### src/rtl/ariane_pkg.sv
// Trimmed local ariane_pkg: the frontend fetch entry type and the default
// requester count shared by the decode-stage fetch arbiter.
package ariane_pkg;

    localparam int ID_ARB_NR_REQ = 2;

    typedef struct packed {
        logic [63:0] address;
        logic [31:0] instruction;
        logic        page_fault;
    } frontend_fetch_t;

endpackage

### src/rtl/id_fetch_arbiter_pkg.sv
// Shared types and constants for the decode-stage fetch arbiter.
package id_fetch_arbiter_pkg;

    // HOLD means the output register carries an entry not yet taken by decode
    typedef enum logic {
        ARB_IDLE = 1'b0,
        ARB_HOLD = 1'b1
    } arb_state_e;

    localparam int BURST_W = 4;

endpackage

### src/rtl/id_arb_prio_sel.sv
// Combinational lowest-index-first selector over (valid & ~mask).
module id_arb_prio_sel #(
    parameter int N     = 2,
    parameter int IDX_W = 1
) (
    input  logic [N-1:0]     valid,
    input  logic [N-1:0]     mask,
    output logic [N-1:0]     grant,
    output logic [IDX_W-1:0] idx,
    output logic             any
);

    always_comb begin
        grant = '0;
        idx   = '0;
        any   = 1'b0;
        for (int i = 0; i < N; i++) begin
            if (valid[i] && !mask[i] && !any) begin
                grant[i] = 1'b1;
                idx      = IDX_W'(i);
                any      = 1'b1;
            end
        end
    end

endmodule

### src/rtl/id_fetch_arbiter.sv
// Fixed-priority arbiter feeding one buffered fetch entry to decode.
// Define ID_ARB_BURST_LIMIT_EN to add the MAX_BURST consecutive-grant guard.
module id_fetch_arbiter
    import ariane_pkg::*;
    import id_fetch_arbiter_pkg::*;
#(
    parameter  int NR_REQ    = ID_ARB_NR_REQ,
    parameter  int MAX_BURST = 4,
    localparam int IDX_W     = (NR_REQ > 1) ? $clog2(NR_REQ) : 1
) (
    input  logic                         clk_i,
    input  logic                         rst_i,
    input  logic                         flush_i,
    input  logic [NR_REQ-1:0]            req_valid_i,
    input  frontend_fetch_t [NR_REQ-1:0] req_entry_i,
    output logic [NR_REQ-1:0]            req_ack_o,
    output frontend_fetch_t              fetch_entry_o,
    output logic                         fetch_entry_valid_o,
    input  logic                         fetch_ack_i,
    output logic [IDX_W-1:0]             grant_idx_o,
    output logic                         busy_o
);

    if (NR_REQ < 2 || NR_REQ > 8 || MAX_BURST < 1 || MAX_BURST > 15) begin : g_bad_param
        $error("id_fetch_arbiter: NR_REQ must be 2..8 and MAX_BURST 1..15");
    end

    arb_state_e      state_q;
    frontend_fetch_t entry_q;
    logic [IDX_W-1:0] idx_q;

    logic              slot_free;
    logic              grant_en;
    logic              win;
    logic [NR_REQ-1:0] mask;
    logic [NR_REQ-1:0] sel_grant;
    logic [IDX_W-1:0]  sel_idx;
    logic              sel_any;

    // Decode taking the held entry frees the slot in the same cycle
    assign slot_free = (state_q == ARB_IDLE) || fetch_ack_i;
    assign grant_en  = slot_free && !flush_i && !rst_i;
    assign win       = grant_en && sel_any;
    assign req_ack_o = win ? sel_grant : '0;

`ifdef ID_ARB_BURST_LIMIT_EN
    logic [BURST_W-1:0] burst_cnt_q;
    logic [IDX_W-1:0]   last_idx_q;
    logic [NR_REQ-1:0]  last_oh;

    always_comb begin
        last_oh = '0;
        for (int i = 0; i < NR_REQ; i++) begin
            last_oh[i] = (last_idx_q == IDX_W'(i));
        end
    end

    // A saturated streak yields to any competitor, but never starves a lone requester
    assign mask = ((burst_cnt_q == BURST_W'(MAX_BURST)) && |(req_valid_i & ~last_oh))
                  ? last_oh : '0;

    always_ff @(posedge clk_i) begin
        if (rst_i) begin
            burst_cnt_q <= '0;
            last_idx_q  <= '0;
        end else if (flush_i) begin
            burst_cnt_q <= '0;
        end else if (win) begin
            if (sel_idx == last_idx_q) begin
                if (burst_cnt_q != BURST_W'(MAX_BURST)) begin
                    burst_cnt_q <= burst_cnt_q + 1'b1;
                end
            end else begin
                burst_cnt_q <= BURST_W'(1);
                last_idx_q  <= sel_idx;
            end
        end
    end
`else
    assign mask = '0;
`endif

    id_arb_prio_sel #(
        .N     (NR_REQ),
        .IDX_W (IDX_W)
    ) u_prio_sel (
        .valid (req_valid_i),
        .mask  (mask),
        .grant (sel_grant),
        .idx   (sel_idx),
        .any   (sel_any)
    );

    always_ff @(posedge clk_i) begin
        if (rst_i) begin
            state_q <= ARB_IDLE;
            entry_q <= '0;
            idx_q   <= '0;
        end else if (flush_i) begin
            state_q <= ARB_IDLE;
        end else if (win) begin
            state_q <= ARB_HOLD;
            entry_q <= req_entry_i[sel_idx];
            idx_q   <= sel_idx;
        end else if (slot_free) begin
            state_q <= ARB_IDLE;
        end
    end

    assign fetch_entry_o       = entry_q;
    assign fetch_entry_valid_o = (state_q == ARB_HOLD);
    assign busy_o              = (state_q == ARB_HOLD);
    assign grant_idx_o         = idx_q;

endmodule
### config.mk
export PLATFORM = sky130hd
export DESIGN_NAME = id_fetch_arbiter
export DESIGN_NICKNAME = d
export VERILOG_FILES = /design/src/rtl/ariane_pkg.sv /design/src/rtl/id_fetch_arbiter_pkg.sv /design/src/rtl/id_arb_prio_sel.sv /design/src/rtl/id_fetch_arbiter.sv
export SDC_FILE = /design/constraint.sdc
export NUM_CORES = 1
export LEC_CHECK = 0
export ABC_CLOCK_PERIOD_IN_PS = 2900
export CAP_MARGIN = 20
export CORE_ASPECT_RATIO = 0.9
export CORE_UTILIZATION = 29
export DETAILED_ROUTE_END_ITERATION = 8
export MAX_ROUTING_LAYER = met4
export PLACE_DENSITY = 0.72
export SLEW_MARGIN = 20
export SYNTH_ARGS = -nofsm -noshare
export SYNTH_HDL_FRONTEND = slang
export SYNTH_HIERARCHICAL = 1
export SYNTH_SLANG_ARGS = --single-unit
### constraint.sdc
create_clock -name clk_i -period 2.9 [get_ports clk_i]
set_input_delay 0.58 -clock clk_i [delete_from_list [all_inputs] [get_ports clk_i]]
set_output_delay 0.58 -clock clk_i [all_outputs]
set_load 0.03 [all_outputs]
Yosys cells after proc, flatten, opt, wreduce, memory -nomap -nowiden:

Cells that the tools add are included.

* register bits: 99
* bits in latches: 0
* bits in writable memories: 0
* ROM bits: 0
* input bits: 200
* output and inout bits: 102
* word-level logic and storage cells: 27
* memories kept: 0

* add/sub/neg operators: 0
* $mul: 0
* divide/modulo/power cells: 0
* order comparisons: 1
* eq/ne operators: 0
* shift operators: 0
* mux-type cells: 8
* bitwise gates (word level): 2
* reductions and logical operators: 11

Operators by type and width (number)
* $mux W97: 2
* $mux W1: 5
* $logic_and A1 B1 Y1: 4
* $logic_not A1 Y1: 3
* $lt A1 B2 Y1 const B: 1
* $mux W2: 1
* $not A1 Y1: 2
* $reduce_and A2 Y1: 1
* $reduce_bool A2 Y1: 1
* $reduce_or A2 Y1: 1
* $logic_or A1 B1 Y1: 1

Depth between registers and ports, before layout:

Gate-level depths: netlist of the first run.

* depth in word-level cells: 6
* mapped depth: 8
* mapped depth without buffers: 5

Cells and area by module:

The synthesis of the first run kept the hierarchy.

Modules (own cells, without submodules)
* id_fetch_arbiter: instances 1, cells each 457, area each 4699.5 µm², seq. area each 1981.9 µm²
* id_arb_prio_sel: instances 1, cells each 5, area each 32.5 µm², seq. area each 0.0 µm²

Worst setup path before layout of the first run:

Ideal clock, no wire load.

* kind: input -> output
* from: input port req_valid_i[0]
* to: output port req_ack_o[0]
* arrival time: 1.667 ns
* data required time: 2.320 ns
* path slack: 0.653 ns
* cell stages on the path: 6
* buffers on the path: 2
* cell sequence: nor2b_2 -> nand2b_1 -> nor3b_2 -> buf_6 -> buf_4 -> and3_1

* word-level cells in the longest chain between the ends: 6

RTL lines
* from (decl): line id_fetch_arbiter.sv:14 `input logic [NR_REQ-1:0] req_valid_i,`
* $mux W1 (*): line id_arb_prio_sel.sv:18 `if (valid[i] && !mask[i] && !any) begin`
* $logic_not A1 Y1: line id_arb_prio_sel.sv:18
* $logic_and A1 B1 Y1: line id_arb_prio_sel.sv:18
* $mux W1 (*): line id_arb_prio_sel.sv:18
* named net sel_any: line id_fetch_arbiter.sv:38 `logic sel_any;`
* $logic_and A1 B1 Y1 (*): line id_fetch_arbiter.sv:43 `assign win = grant_en && sel_any;`
* $mux W2 (*): line id_fetch_arbiter.sv:44 `assign req_ack_o = win ? sel_grant : '0;`
* to (decl): line id_fetch_arbiter.sv:16 `output logic [NR_REQ-1:0] req_ack_o,`

Mark *: on every way through the listed nets, which the timed path passes. The rest lies on a longest branch.

Worst setup path after layout of the first run:

* from: input port req_valid_i[0]
* to: output port req_ack_o[1]

* word-level cells in the longest chain between the ends: 6
* elaborated cells between the ends (all ways): 7

RTL lines
* $mux W1 (*)
* named net sel_grant[0]: line id_fetch_arbiter.sv:36 `logic [NR_REQ-1:0] sel_grant;`
* $logic_not A1 Y1: line id_arb_prio_sel.sv:18
* $logic_and A1 B1 Y1: line id_arb_prio_sel.sv:18
* $mux W1 (*): line id_arb_prio_sel.sv:18
* named net sel_any: line id_fetch_arbiter.sv:38
* $logic_and A1 B1 Y1 (*): line id_fetch_arbiter.sv:43
* $mux W2 (*): line id_fetch_arbiter.sv:44

Marks and branches as above.

==> flow_summary.json, run 1 <==
{
  "synth.distinct_cells": 21,
  "synthTopCellsByArea": "dfxtp_1, mux2i_1, a211oi_1, a21oi_1, a211oi_2",
  "holdPathEnd": "grant_idx_o",
  "cts_buffers": 9,
  "ctsResizeCount": 0,
  "finalSetupTns_ns": 0,
  "yosysTopAreaCell": "dfxtp_1",
  "coreArea_um2": 15700,
  "regToRegEndpoint": "fetch_entry_o[94]",
  "grt_usage_pct": 17.9,
  "holdPathStages": 2,
  "hpwlAfterDp_um": 11200,
  "ios": 302,
  "clockRootBuffer": "clkbuf_16",
  "seq_area_frac_synth_pct": 41.9,
  "synth_edf_count": 0,
  "setup_viol": 0,
  "drive_above_1_share_pct": 7.23,
  "start_util_pct": 30.2,
  "h-tree-depth": 3,
  "syn2layout_area_growth_pct": 70.9,
  "grt_max_degree": 68,
  "portBuffers": 301,
  "ir_drop_mv": 0.254,
  "rows": 43,
  "syn_inst": 462,
  "place.gp.congestion": 0.741,
  "drt-initial-drc-count": 160,
  "crit_path_end_kind": "output port",
  "synth_top_area_share_pct": 41.9,
  "slowest_stage": "clkdlybuf4s50_1",
  "remaining_drc_errors": 0,
  "clock_skew_ns": 0.00457,
  "p_per_area_nw_per_um2": 445,
  "grt_pass1_vias": 4684,
  "postLayoutCellArea_um2": 8090,
  "via_per_inst": 4.93,
  "fin_crit_ns": 2.63,
  "min-delay-start": "grant_idx_o",
  "reg2reg_depth": 5,
  "cts.clk_slew.worst_paths_ns": 0.07,
  "wirelength_um": 14900,
  "clock_latency_ns": 0.34,
  "placed_area_um2": 7780,
  "synth_commonest_cells": "dfxtp_1, a21oi_1, mux2i_1, a211oi_1, buf_2",
  "die-area_um2": 16800,
  "fillers": 1415,
  "relSlewSlack_pct": 58.4,
  "rr_startpoint": "busy_o",
  "leakage_nw": 2.70,
  "grt_setup_unrepaired": "false",
  "slew_viol_final": 0,
  "antenna_found_initial": 0,
  "drt.antenna.violating_nets": 0,
  "final_net_count": 928,
  "die_h_um": 123,
  "synthArstFlopShare_pct": 0,
  "post-synth-top-count-cell": "dfxtp_1",
  "synth_warnings": 6,
  "hold_viol": 0,
  "path_cells": "clkdlybuf4s50_1 -> nor2b_2 -> nand2b_1 -> nor3b_4 -> and3_1 -> buf_4",
  "critPathMaxFanout": 3,
  "clock-sinks": 99,
  "cts_setup_buffers": 0,
  "period_share_pct": 90.7,
  "startpoint_type": "input port",
  "cts_hold_buf": 0,
  "worstMarginPinSlew_ns": 0.624,
  "antenna_cells": 0,
  "clockBufferDepth": 2,
  "ys_ff_latch": 99,
  "drv_cap": 0,
  "vias": 4609,
  "cts_tree": "built",
  "hold_path.class": "reg2reg",
  "syn_area_um2": 4730,
  "grt.overflow.total": 0,
  "cpPeakStageDelay_ns": 0.46,
  "outcome": "completed",
  "syn_avg_cell_area_um2": 10.2,
  "wl_per_cell_um": 16.0,
  "worst_ep_arrival_time_ns": 2.05,
  "rrSetupSlack_ns": 1.22,
  "die_w_um": 137,
  "fmax_mhz": 380,
  "firstDrtPassIters": 5,
  "grt_pass1_wl_um": 22900,
  "path_class": "in2out",
  "required_ns": 2.32,
  "yosys_most_used_dff": "dfxtp_1"
}
## metal layers
metal  part of all wire [%]  up-vias  track usage [%]
li1                       -     2277                -
met1                     39     2129             18.9
met2                     52      176             32.5
met3                    6.7       27             3.90
met4                    2.2        0             6.88
met5                      0        -                -
## worst max-delay path, delay by kind of cell
family,cells,cell delay (ns)
AND/OR/NAND/NOR,4,0.83
buffers and inverters,2,0.62
## sequential cells by signal (all words and copies together) (netlist names)
name and cells:
fetch_entry_o 97, busy_o 1, grant_idx_o 1
## per-stage QoR
step,std cells,util [%],setup slack [ns],hold WS (ns),total power (W)
floorplan,463,-,0.653,0.603,0.00195
global placement,919,49.7,0.215,0.466,0.00242
detailed placement,919,49.7,0.136,0.470,0.00243
CTS,935,51.7,0.258,0.482,0.00366
global route,935,51.7,0.180,0.510,0.00377
finish,935,51.7,0.270,0.477,0.00360
## where the power goes
| part | internal [W] | switching (W) | total (W) | leakage [nW] |
|---|---|---|---|---|
| logic | 0.000498 | 0.000425 | 0.000923 | 1.74 |
| clock network | 0.000697 | 0.000509 | 0.00121 | 0.150 |
| registers | 0.00143 | 0.0000390 | 0.00147 | 0.808 |
| total | 0.00263 | 0.000973 | 0.00360 | 2.70 |
## layout make-up
class / count / area [µm²] / share of cell area (%)
clock inverter: 5 / 61.3 / 0.758
sequential: 99 / 1980 / 24.5
multi-input combinational: 306 / 2400 / 29.7
inverter: 1 / 3.75 / 0.0464
timing repair buffer: 311 / 3140 / 38.9
tap: 202 / 253 / 3.13
clock buffer: 11 / 243 / 3.00
## placed cells by master (no fill, tap or decap), drive strengths merged
cell,count
clkdlybuf4s50,298
dfxtp,99
a211oi,98
mux2i,97
a21oi,97
buf,13
clkbuf,11
nand2b,4
clkinv,3
and3,2
conb,2
inv,2
nor3b,1
and2,1
nand3,1
o21ai,1
bufinv,1
nor2b,1
nor2,1
## how the worst max path moves through the flow
| stage | startpoint | endpoint | slack (ns) | cells past startpoint |
|---|---|---|---|---|
| 2_1_floorplan | req_valid_i[0] | req_ack_o[0] | 0.65 | 6 |
| 3_3_place_gp | req_valid_i[0] | fetch_entry_o[96] | 0.22 | 8 |
| 3_5_place_dp | req_valid_i[0] | fetch_entry_o[48] | 0.14 | 8 |
| 4_1_cts | req_valid_i[0] | req_ack_o[1] | 0.26 | 6 |
| 5_1_grt | req_valid_i[0] | req_ack_o[1] | 0.18 | 6 |
| 6_report | req_valid_i[0] | req_ack_o[1] | 0.27 | 6 |
## logic make-up after synthesis
| logic type | share of synthesized area, % |
|---|---|
| compound gates | 28.0 |
| flops | 41.9 |
| mux | 20.5 |
| buf+inv | 7.96 |
| simple gates | 1.56 |
| other cells | 0.0792 |
Power figures use the tool's default switching activity.
==> inputs of run 2 (changes only) <==
--- a/config.mk
+++ b/config.mk
@@ -12,6 +12,7 @@
 export DETAILED_ROUTE_END_ITERATION = 8
 export MAX_ROUTING_LAYER = met4
 export PLACE_DENSITY = 0.72
+export RECOVER_POWER = 25
 export SLEW_MARGIN = 20
 export SYNTH_ARGS = -nofsm -noshare
 export SYNTH_HDL_FRONTEND = slang
==> flow_summary.json, run 2 (same netlist as run 1, synthesis figures left out) <==
{
  "cts_hold_buf": 0,
  "drive_above_1_share_pct": 7.23,
  "relSlewSlack_pct": 19.8,
  "grt_pass1_wl_um": 22900,
  "cts_tree": "built",
  "start_util_pct": 30.2,
  "switching_share_pct": 27.1,
  "hpwlAfterDp_um": 11200,
  "cts_setup_buffers": 0,
  "mostFrequentLayoutCell": "clkdlybuf4s50_1",
  "ios": 302,
  "syn2layout_area_growth_pct": 70.8,
  "slew_viol_final": 0,
  "combinationalPowerShare_pct": 25.4,
  "ir_drop_mv": 0.254,
  "p_per_area_nw_per_um2": 444,
  "power.internal_w": 0.00262,
  "path_cells": "clkdlybuf4s50_1 -> nor2b_2 -> nand2b_1 -> nor3b_4 -> and3_1 -> buf_4",
  "p_seq_share_pct": 41.0,
  "clkPwrFrac_pct": 33.6,
  "p_sw_w": 0.000972,
  "place.gp.congestion": 0.741,
  "ctsResizeCount": 0,
  "worstMarginPinSlew_ns": 1.20,
  "rows": 43,
  "drv_cap": 0,
  "critPathMaxFanout": 3,
  "wl_per_cell_um": 16.0,
  "grt_setup_unrepaired": "false",
  "final_net_count": 928,
  "drt.antenna.violating_nets": 0,
  "clock_skew_ns": 0.00497,
  "die-area_um2": 16800,
  "clockBufferDepth": 2,
  "antenna_found_initial": 0,
  "path_class": "in2out",
  "setup_viol": 0,
  "firstDrtPassIters": 4,
  "hold_path.class": "reg2reg",
  "portBuffers": 301,
  "fin_crit_ns": 2.63,
  "cpPeakStageDelay_ns": 0.46,
  "largest_reg_flops": 97,
  "outcome": "completed",
  "clock_latency_ns": 0.34,
  "antenna_cells": 0,
  "startpoint_type": "input port",
  "coreArea_um2": 15700,
  "grt_pass1_vias": 4684,
  "worst_ep_arrival_time_ns": 2.05,
  "clock-sinks": 99,
  "vias": 4622,
  "grt_max_degree": 68,
  "finalSetupTns_ns": 0,
  "via_per_inst": 4.94,
  "fmax_mhz": 380,
  "required_ns": 2.32,
  "die_w_um": 137,
  "remaining_drc_errors": 0,
  "h-tree-depth": 3,
  "cts_buffers": 9,
  "crit_path_end_kind": "output port",
  "period_share_pct": 90.6,
  "p_total_w": 0.00359,
  "utilization_pct": 51.6,
  "leakage_nw": 2.85,
  "cts.clk_slew.worst_paths_ns": 0.07,
  "final_cell_mix": "clkdlybuf4s50_1, dfxtp_1, mux2i_1, a21oi_1, a211oi_1",
  "slowest_stage": "clkdlybuf4s50_1",
  "die_h_um": 123,
  "grt_usage_pct": 17.9,
  "drt-initial-drc-count": 144,
  "postLayoutCellArea_um2": 8080,
  "placed_area_um2": 7780,
  "wirelength_um": 14900,
  "grt.overflow.total": 0,
  "clockRootBuffer": "clkbuf_16",
  "hold_viol": 0
}
==> run 2: cell count changes in the layout (fill, tap and decap cells not counted), sizes merged <==
| cell | change |
|---|---|
| buf | -1 |
| dlygate4sd3 | +49 |
| clkdlybuf4s50 | -49 |
| clkbuf | +1 |
==> run 2: final timing paths <==
path / endpoint / slack (ns) / cells past startpoint / from
worst max-delay path: req_ack_o[1] / 0.27 / 6 / req_valid_i[0]
worst min-delay path: grant_idx_o / 0.48 / 2 / grant_idx_o
worst max register to register: fetch_entry_o[68] / 1.00 / 4 / busy_o
worst min register to register: grant_idx_o / 0.48 / 2 / grant_idx_o
==> run 2: cell type report <==
class	count	area (µm²)
fillers	1416	7570
repair buffers	311	3140
multi-input cells	306	2400
flip-flops and latches	99	1980
well taps	202	253
clock buffers	11	243
clock inverters	5	61.3
inverters	1	3.75
==> run 2: critical path: cells and delay by family <==
family,cells,cell delay [ns]
buf+inv,2,0.62
simple gates,4,0.84
==> run 2: through the flow <==
| step | std cells | setup slack [ns] | hold slack, ns |
|---|---|---|---|
| after CTS | 935 | 0.258 | 0.482 |
| after detailed placement | 919 | 0.136 | 0.470 |
| after global placement | 919 | 0.215 | 0.466 |
| after floorplan | 463 | 0.653 | 0.603 |
| after global routing | 935 | 0.180 | 0.510 |
| final | 935 | 0.272 | 0.477 |
==> run 2: routing by layer <==
layer  vias to the layer above  GRT usage (%)  routed length [µm]
li1                       2275              -                   -
met5                         -              -                   0
met4                         0           6.88                 336
met1                      2147           18.9                5820
met3                        27           3.90                1020
met2                       173           32.5                7750
==> run 2: power groups by stage <==
stage                     logic, W  registers (W)  clock network [W]
final                     0.000910        0.00147            0.00121
after global routing      0.000970        0.00148            0.00131
after floorplan           0.000311        0.00164                  0
after CTS                 0.000934        0.00147            0.00125
after global placement    0.000917        0.00150                  0
after detailed placement  0.000932        0.00150                  0
